File: src/rtl/can_rx_destuff_ctrl.sv
`default_nettype none
// ============================================================================
// Module : can_rx_destuff_ctrl
// Brief  : CAN receive bit sequencer - field tracking, destuffing, stuff/form checks.
// Rev    : 1.0
// ============================================================================
module can_rx_destuff_ctrl (
  input  logic       i_Clock,
  input  logic       i_Reset,
  input  logic       i_Sample,
  input  logic       i_Rx_Bit,
  output logic       o_Bit_Valid,
  output logic       o_Bit_Data,
  output logic [6:0] o_Bit_Index,
  output logic [2:0] o_Field,
  output logic       o_In_Stuff,
  output logic       o_Stuff_Removed,
  output logic       o_Stuff_Error,
  output logic       o_Form_Error,
  output logic       o_Frame_Done
);

  typedef enum logic [2:0] {
    S_IDLE  = 3'd0,
    S_HDR   = 3'd1,
    S_DLC   = 3'd2,
    S_DATA  = 3'd3,
    S_CRC   = 3'd4,
    S_TAIL  = 3'd5,
    S_ERROR = 3'd6,
    S_INTEG = 3'd7
  } field_e;

  localparam logic [5:0] C_RTR_BASE      = 6'd11;
  localparam logic [5:0] C_IDE_POS       = 6'd12;
  localparam logic [5:0] C_HDR_BASE_LAST = 6'd13;
  localparam logic [5:0] C_RTR_EXT       = 6'd31;
  localparam logic [5:0] C_HDR_EXT_LAST  = 6'd33;
  localparam logic [5:0] C_DLC_LAST      = 6'd3;
  localparam logic [5:0] C_CRC_LAST      = 6'd14;
  localparam logic [5:0] C_ACK_SLOT      = 6'd1;
  localparam logic [5:0] C_TAIL_LAST     = 6'd9;
  localparam logic [5:0] C_INTEG_LAST    = 6'd10;
  localparam logic [2:0] C_RUN_MAX       = 3'd5;

  field_e     field_q, field_d;
  logic [5:0] cnt_q, cnt_d;
  logic [6:0] data_cnt_q, data_cnt_d;
  logic [2:0] run_q, run_d;
  logic       last_q, last_d;
  logic       rtr_q, rtr_d;
  logic       ide_q, ide_d;
  logic [2:0] dlc_q, dlc_d;
  logic       pend_q, pend_d;
  logic       in_stuff_q, in_stuff_d;
  logic       valid_q, valid_d;
  logic       bit_data_q, bit_data_d;
  logic [6:0] idx_q, idx_d;
  logic       removed_q, removed_d;
  logic       stuff_err_q, stuff_err_d;
  logic       form_err_q, form_err_d;
  logic       done_q, done_d;

  logic       w_emit;
  logic       w_sof;
  logic [2:0] w_run_inc;
  logic [3:0] w_dlc;
  logic [6:0] w_data_bits;

  assign w_run_inc   = (i_Rx_Bit == last_q) ? (run_q + 3'd1) : 3'd1;
  assign w_dlc       = {dlc_q, i_Rx_Bit};
  // DLC values 9..15 still mean eight bytes; remote frames carry no data.
  assign w_data_bits = rtr_q ? 7'd0 : (w_dlc[3] ? 7'd64 : {1'b0, w_dlc[2:0], 3'b000});

  always_comb begin
    field_d     = field_q;
    cnt_d       = cnt_q;
    data_cnt_d  = data_cnt_q;
    run_d       = run_q;
    last_d      = last_q;
    rtr_d       = rtr_q;
    ide_d       = ide_q;
    dlc_d       = dlc_q;
    pend_d      = pend_q;
    in_stuff_d  = in_stuff_q;
    bit_data_d  = bit_data_q;
    idx_d       = idx_q;
    valid_d     = 1'b0;
    removed_d   = 1'b0;
    stuff_err_d = 1'b0;
    form_err_d  = 1'b0;
    done_d      = 1'b0;
    w_emit      = 1'b0;
    w_sof       = 1'b0;

    if (i_Sample) begin
      case (field_q)
        S_INTEG: begin
          if (!i_Rx_Bit) begin
            cnt_d = 6'd0;
          end else if (cnt_q == C_INTEG_LAST) begin
            cnt_d   = 6'd0;
            field_d = S_IDLE;
          end else begin
            cnt_d = cnt_q + 6'd1;
          end
        end

        S_IDLE: begin
          if (!i_Rx_Bit) begin
            w_emit     = 1'b1;
            w_sof      = 1'b1;
            run_d      = 3'd1;
            last_d     = 1'b0;
            cnt_d      = 6'd0;
            rtr_d      = 1'b0;
            ide_d      = 1'b0;
            pend_d     = 1'b0;
            in_stuff_d = 1'b1;
            field_d    = S_HDR;
          end
        end

        S_ERROR: begin
          cnt_d   = {5'd0, i_Rx_Bit};
          field_d = S_INTEG;
        end

        S_TAIL: begin
          if ((cnt_q != C_ACK_SLOT) && !i_Rx_Bit) begin
            form_err_d = 1'b1;
            field_d    = S_ERROR;
          end else begin
            w_emit = 1'b1;
            if (cnt_q == C_TAIL_LAST) begin
              done_d  = 1'b1;
              cnt_d   = 6'd0;
              field_d = S_IDLE;
            end else begin
              cnt_d = cnt_q + 6'd1;
            end
          end
        end

        default: begin
          if (run_q == C_RUN_MAX) begin
            if (i_Rx_Bit != last_q) begin
              removed_d = 1'b1;
              run_d     = 3'd1;
              last_d    = i_Rx_Bit;
              // Stuff bit trailing the CRC closes the stuffed region.
              if (pend_q) begin
                pend_d     = 1'b0;
                in_stuff_d = 1'b0;
                cnt_d      = 6'd0;
                field_d    = S_TAIL;
              end
            end else begin
              stuff_err_d = 1'b1;
              in_stuff_d  = 1'b0;
              pend_d      = 1'b0;
              field_d     = S_ERROR;
            end
          end else begin
            run_d  = w_run_inc;
            last_d = i_Rx_Bit;
            w_emit = 1'b1;
            case (field_q)
              S_HDR: begin
                cnt_d = cnt_q + 6'd1;
                if (cnt_q == C_RTR_BASE) rtr_d = i_Rx_Bit;
                if (cnt_q == C_IDE_POS)  ide_d = i_Rx_Bit;
                if (ide_q && (cnt_q == C_RTR_EXT)) rtr_d = i_Rx_Bit;
                if ((!ide_q && (cnt_q == C_HDR_BASE_LAST)) || (cnt_q == C_HDR_EXT_LAST)) begin
                  cnt_d   = 6'd0;
                  field_d = S_DLC;
                end
              end
              S_DLC: begin
                dlc_d = w_dlc[2:0];
                cnt_d = cnt_q + 6'd1;
                if (cnt_q == C_DLC_LAST) begin
                  cnt_d      = 6'd0;
                  data_cnt_d = w_data_bits;
                  field_d    = (w_data_bits == 7'd0) ? S_CRC : S_DATA;
                end
              end
              S_DATA: begin
                data_cnt_d = data_cnt_q - 7'd1;
                if (data_cnt_q == 7'd1) begin
                  cnt_d   = 6'd0;
                  field_d = S_CRC;
                end
              end
              default: begin
                cnt_d = cnt_q + 6'd1;
                if (cnt_q == C_CRC_LAST) begin
                  cnt_d = 6'd0;
                  if (w_run_inc == C_RUN_MAX) begin
                    pend_d = 1'b1;
                  end else begin
                    in_stuff_d = 1'b0;
                    field_d    = S_TAIL;
                  end
                end
              end
            endcase
          end
        end
      endcase

      if (w_emit) begin
        valid_d    = 1'b1;
        bit_data_d = i_Rx_Bit;
        idx_d      = w_sof ? 7'd0 : (idx_q + 7'd1);
      end
    end
  end

  always_ff @(posedge i_Clock) begin
    if (i_Reset) begin
      field_q     <= S_INTEG;
      cnt_q       <= 6'd0;
      data_cnt_q  <= 7'd0;
      run_q       <= 3'd0;
      last_q      <= 1'b0;
      rtr_q       <= 1'b0;
      ide_q       <= 1'b0;
      dlc_q       <= 3'd0;
      pend_q      <= 1'b0;
      in_stuff_q  <= 1'b0;
      valid_q     <= 1'b0;
      bit_data_q  <= 1'b0;
      idx_q       <= 7'd0;
      removed_q   <= 1'b0;
      stuff_err_q <= 1'b0;
      form_err_q  <= 1'b0;
      done_q      <= 1'b0;
    end else begin
      field_q     <= field_d;
      cnt_q       <= cnt_d;
      data_cnt_q  <= data_cnt_d;
      run_q       <= run_d;
      last_q      <= last_d;
      rtr_q       <= rtr_d;
      ide_q       <= ide_d;
      dlc_q       <= dlc_d;
      pend_q      <= pend_d;
      in_stuff_q  <= in_stuff_d;
      valid_q     <= valid_d;
      bit_data_q  <= bit_data_d;
      idx_q       <= idx_d;
      removed_q   <= removed_d;
      stuff_err_q <= stuff_err_d;
      form_err_q  <= form_err_d;
      done_q      <= done_d;
    end
  end

  assign o_Bit_Valid     = valid_q;
  assign o_Bit_Data      = bit_data_q;
  assign o_Bit_Index     = idx_q;
  assign o_Field         = field_q;
  assign o_In_Stuff      = in_stuff_q;
  assign o_Stuff_Removed = removed_q;
  assign o_Stuff_Error   = stuff_err_q;
  assign o_Form_Error    = form_err_q;
  assign o_Frame_Done    = done_q;

endmodule
`default_nettype wire

File: config.mk
export PLATFORM = sky130hd
export DESIGN_NAME = can_rx_destuff_ctrl
export DESIGN_NICKNAME = d
export VERILOG_FILES = /design/src/rtl/can_rx_destuff_ctrl.sv
export SDC_FILE = /design/constraint.sdc
export NUM_CORES = 1
export LEC_CHECK = 0
export ABC_AREA = 1
export CORE_ASPECT_RATIO = 1.2
export CORE_UTILIZATION = 29
export CTS_BUF_LIST = sky130_fd_sc_hd__clkbuf_8
export DETAILED_ROUTE_END_ITERATION = 10
export SKIP_CTS_REPAIR_TIMING = 1
export SLEW_MARGIN = 20
export SYNTH_ARGS = -nofsm -noshare
export SYNTH_HDL_FRONTEND = slang
export SYNTH_SLANG_ARGS = --single-unit
File: constraint.sdc
create_clock -name i_Clock -period 2.03 [get_ports i_Clock]
set_input_delay 0.203 -clock i_Clock [delete_from_list [all_inputs] [get_ports i_Clock]]
set_output_delay 0.203 -clock i_Clock [all_outputs]
set_load 0.1 [all_outputs]
==> impl_results.md, run 1 <==
- Status: complete, no violations
- Synth Flop Type: dfxtp_1
- Internal: 1.18 mW
- Drt pass-1 iters: 6
- Synth area leaders: dfxtp_1 31%, nand2_1 12%, nand3_1 7.0%
- Logic pwr share: 6.8%
- WP data required: 2.22 ns
- Num CTS Buffers: 5
- Slew headroom: 70.4%
- Clk sinks: 40
- Clock Tree Buf Depth: 2
- Filler cells: 934
- Avg Cell Area, Syn: 6.87 um^2
- Clk slew on worst S/H paths: 0.08 ns
- GRT Overall Usage: 14.8%
- Hold crit path type: reg2reg
- Minimum clock period: 1.83 ns
- Unique masters post-synth: 37
- Synth cell count leaders: 79 x nand2_1, 44 x nor2_1, 40 x dfxtp_1
- Post-DP HPWL: 5110 um
- M1 GR Usage: 18.0%
- Wirelength, routed: 6450 um
- Final worst-path cycle share: 90.0%
- Worst r2r path cells: 10
- Global-route wire length before repair: 10700 um
- RePlAce Congestion: 0.991
- Sequential Area: 805 um^2
- Leakage: 1.30 nW
- Layout Skew: 0.0122 ns
- Clock latency on the worst-skew pair: 0.30 ns
- DRT antenna net count: 0
- Crit-path leading delay family: simple AND/OR/NAND/NOR gates
- R2R setup slack: 0.20 ns
- Sw Ratio: 23.4%
- H-tree depth: 2
- Nets: 413
- Sequential power share: 51.4%
- Max cap viols: 0
- Setup repair after global routing missed its margin: false
- Setup CP Type: reg2reg
- Mapped cell area: 2560 um^2
- Achievable Freq: 547 MHz
- ANT cells: 0
- Final setup viols: 0
- Top cell type by total area after synthesis: dfxtp_1
- WP buf/inv: 2
- Max Transition Viols Final: 0
- Final hold slack: 0.474 ns
- Rows: 37
- CP endpoint: cnt_q[1]$_SDFFE_PP0P_
- Arrival @ worst endpoint: 2.02 ns
- Max IR drop VDD: 0.271 mV
- Multi-input logic area: 1520 um^2
- Top-area cell type share of the netlist area: 31.3%
- Critical path, cell by cell: ha_1 -> nand2_1 -> inv_1 -> nor2_1 -> nand2_1 -> nand2_2 -> nor2_4 -> inv_2 -> o21ai_2 -> nor2_1
- Die area: 9200 um^2
- Initial Util: 29.8%
- Die H: 105 um
- Die width: 87.7 um
- Startpoint type of the worst setup path: flop
- Synth Register Bits: 40
- Wire per inst: 12.5 um
- Area Growth Syn to Fin: 16.4%
- Met3 Use GR: 2.37%
- Seq/Total Area, Yosys: 31.3%
- Iteration-0 DRC Markers: 134
- DRC Markers: 0
- Worst hold start: data_cnt_q[3]$_SDFFE_PP0P_
- Placeable Area: 8560 um^2
- Crit-path max cell delay: 0.41 ns
- CTS Root Cell: clkbuf_8
- Clock Power Share: 41.9%
- Total grt overflow: 0
- Largest net degree at the start of global routing: 14
- Setup crit end kind: flop
- Async set-reset flop share out of synthesis: 0%
- Worst reg2reg path endpoint: cnt_q[1]$_SDFFE_PP0P_
- Synth warn: 0
- Initial antenna violation count: 0
- I/O Buffers: 20
- Layout cell share with drive strength beyond 1: 16.0%
- I/O pins: 21
- Worst Setup SP: run_q[0]$_SDFFE_PP0P_
- R2R Path Start: run_q[0]$_SDFFE_PP0P_
- CP max stage cell: dfxtp_1
- Most Used Layer, Global Route: met2
- Critical Path Fanout Max: 8
- Worst path depth: 10
- Synth Net Count: 385
- EDFF count, synth: 0
- Fin. Hold Viols: 0
- Vias/cell: 4.72
- Pwr Density: 519 nW/um^2
- Vias in the first global route: 2306
- Count leader, synth: nand2_1
- Met2 GRT Util: 24.4%
- Via count: 2446
- Synth Instances: 372
- P_sw: 0.361 mW
- CTS tree: yes
- Worst-Margin Slew: 0.444 ns
- Sum Neg Setup Slack: 0 ns
layer usage:
metal	share of wire (%)	routed length, um	vias up
met4	3.3	216	0
met2	48	3080	46
met5	0	0	-
met1	46	2970	1109
li1	-	-	1274
met3	3.0	191	17
flip-flops by register name (all words and copies together) (netlist names), 3 cells and up:
signal / count
o_Bit_Index: 7
cnt_q: 6
run_q: 3
data_cnt_q: 7
o_Field: 3
dlc_q: 3
layout make-up:
class | instances | share of cell area, %
inverters | 45 | 5.89
flip-flops and latches | 40 | 27.0
clock inverters | 3 | 1.30
repair buffers | 28 | 7.32
clock buffers | 5 | 2.31
well taps | 117 | 4.92
multi-input cells | 280 | 51.2
power groups by stage:
stage	Sequential [mW]	Clock (mW)	Combinational, mW
after floorplan	0.812	0	0.0691
final	0.793	0.646	0.104
after global placement	0.811	0	0.102
after detailed placement	0.811	0	0.104
after global routing	0.793	0.695	0.118
after CTS	0.793	0.666	0.104
cells by family after synthesis:
group	synth area share, %
adders and majority gates	4.41
DFF	31.3
buffers and inverters	9.06
and+or+nand+nor	37.7
AOI/OAI and AO/OA	14.8
xor gates and xnor gates	2.74
cell usage in the layout (no fill, tap or decap), types with 2 or more instances in the layout:
cell type	count
a211oi_1	2
a21oi_1	28
buf_4	25
clkbuf_8	5
clkdlybuf4s50_1	3
clkinv_2	2
dfxtp_1	37
dfxtp_2	3
ha_1	9
inv_1	40
inv_2	3
inv_4	2
nand2_1	79
nand2_2	2
nand2_4	4
nand3_1	36
nand3_4	2
nand4_1	9
nor2_1	44
nor2_2	3
nor2_4	4
nor3_1	7
o21ai_0	29
o21ai_2	2
o21bai_1	2
xor2_1	7
worst min-delay path, delay by kind of cell, from the launching register on:
family,cells,cell delay (ns)
flops,1,0.31
compound gates,2,0.12
worst min-delay path by stage:
stage / slack [ns] / end / cells past startpoint
after global placement: 0.46 / o_Bit_Data$_SDFFE_PP0P_ / 2
after detailed placement: 0.46 / data_cnt_q[3]$_SDFFE_PP0P_ / 2
after floorplan: 0.28 / run_q[2]$_SDFFE_PP0P_ / 1
final: 0.47 / data_cnt_q[3]$_SDFFE_PP0P_ / 2
after CTS: 0.48 / data_cnt_q[3]$_SDFFE_PP0P_ / 2
after global routing: 0.49 / o_Bit_Data$_SDFFE_PP0P_ / 2
metrics by stage:
stage	instance area [um^2]	std cells	worst slack, ns	utilization [%]	total power, mW
after detailed placement	2870	510	0.00678	33.5	0.915
after global routing	2980	518	0.0107	34.7	1.61
final	2980	518	0.203	34.7	1.54
after CTS	2980	518	0.191	34.7	1.56
after floorplan	2560	372	0.167	-	0.881
after global placement	2870	510	0.0837	33.5	0.913
No activity file was read; power rests on OpenSTA's default activity.
==> run 2: changes to the inputs <==
--- a/config.mk
+++ b/config.mk
@@ -6,6 +6,7 @@
 export NUM_CORES = 1
 export LEC_CHECK = 0
 export ABC_AREA = 1
+export ABC_CLOCK_PERIOD_IN_PS = 2029
 export CORE_ASPECT_RATIO = 1.2
 export CORE_UTILIZATION = 29
 export CTS_BUF_LIST = sky130_fd_sc_hd__clkbuf_8
==> results of run 2 <==
Same layout as run 1: the final DEF is identical, and so are final timing and power.
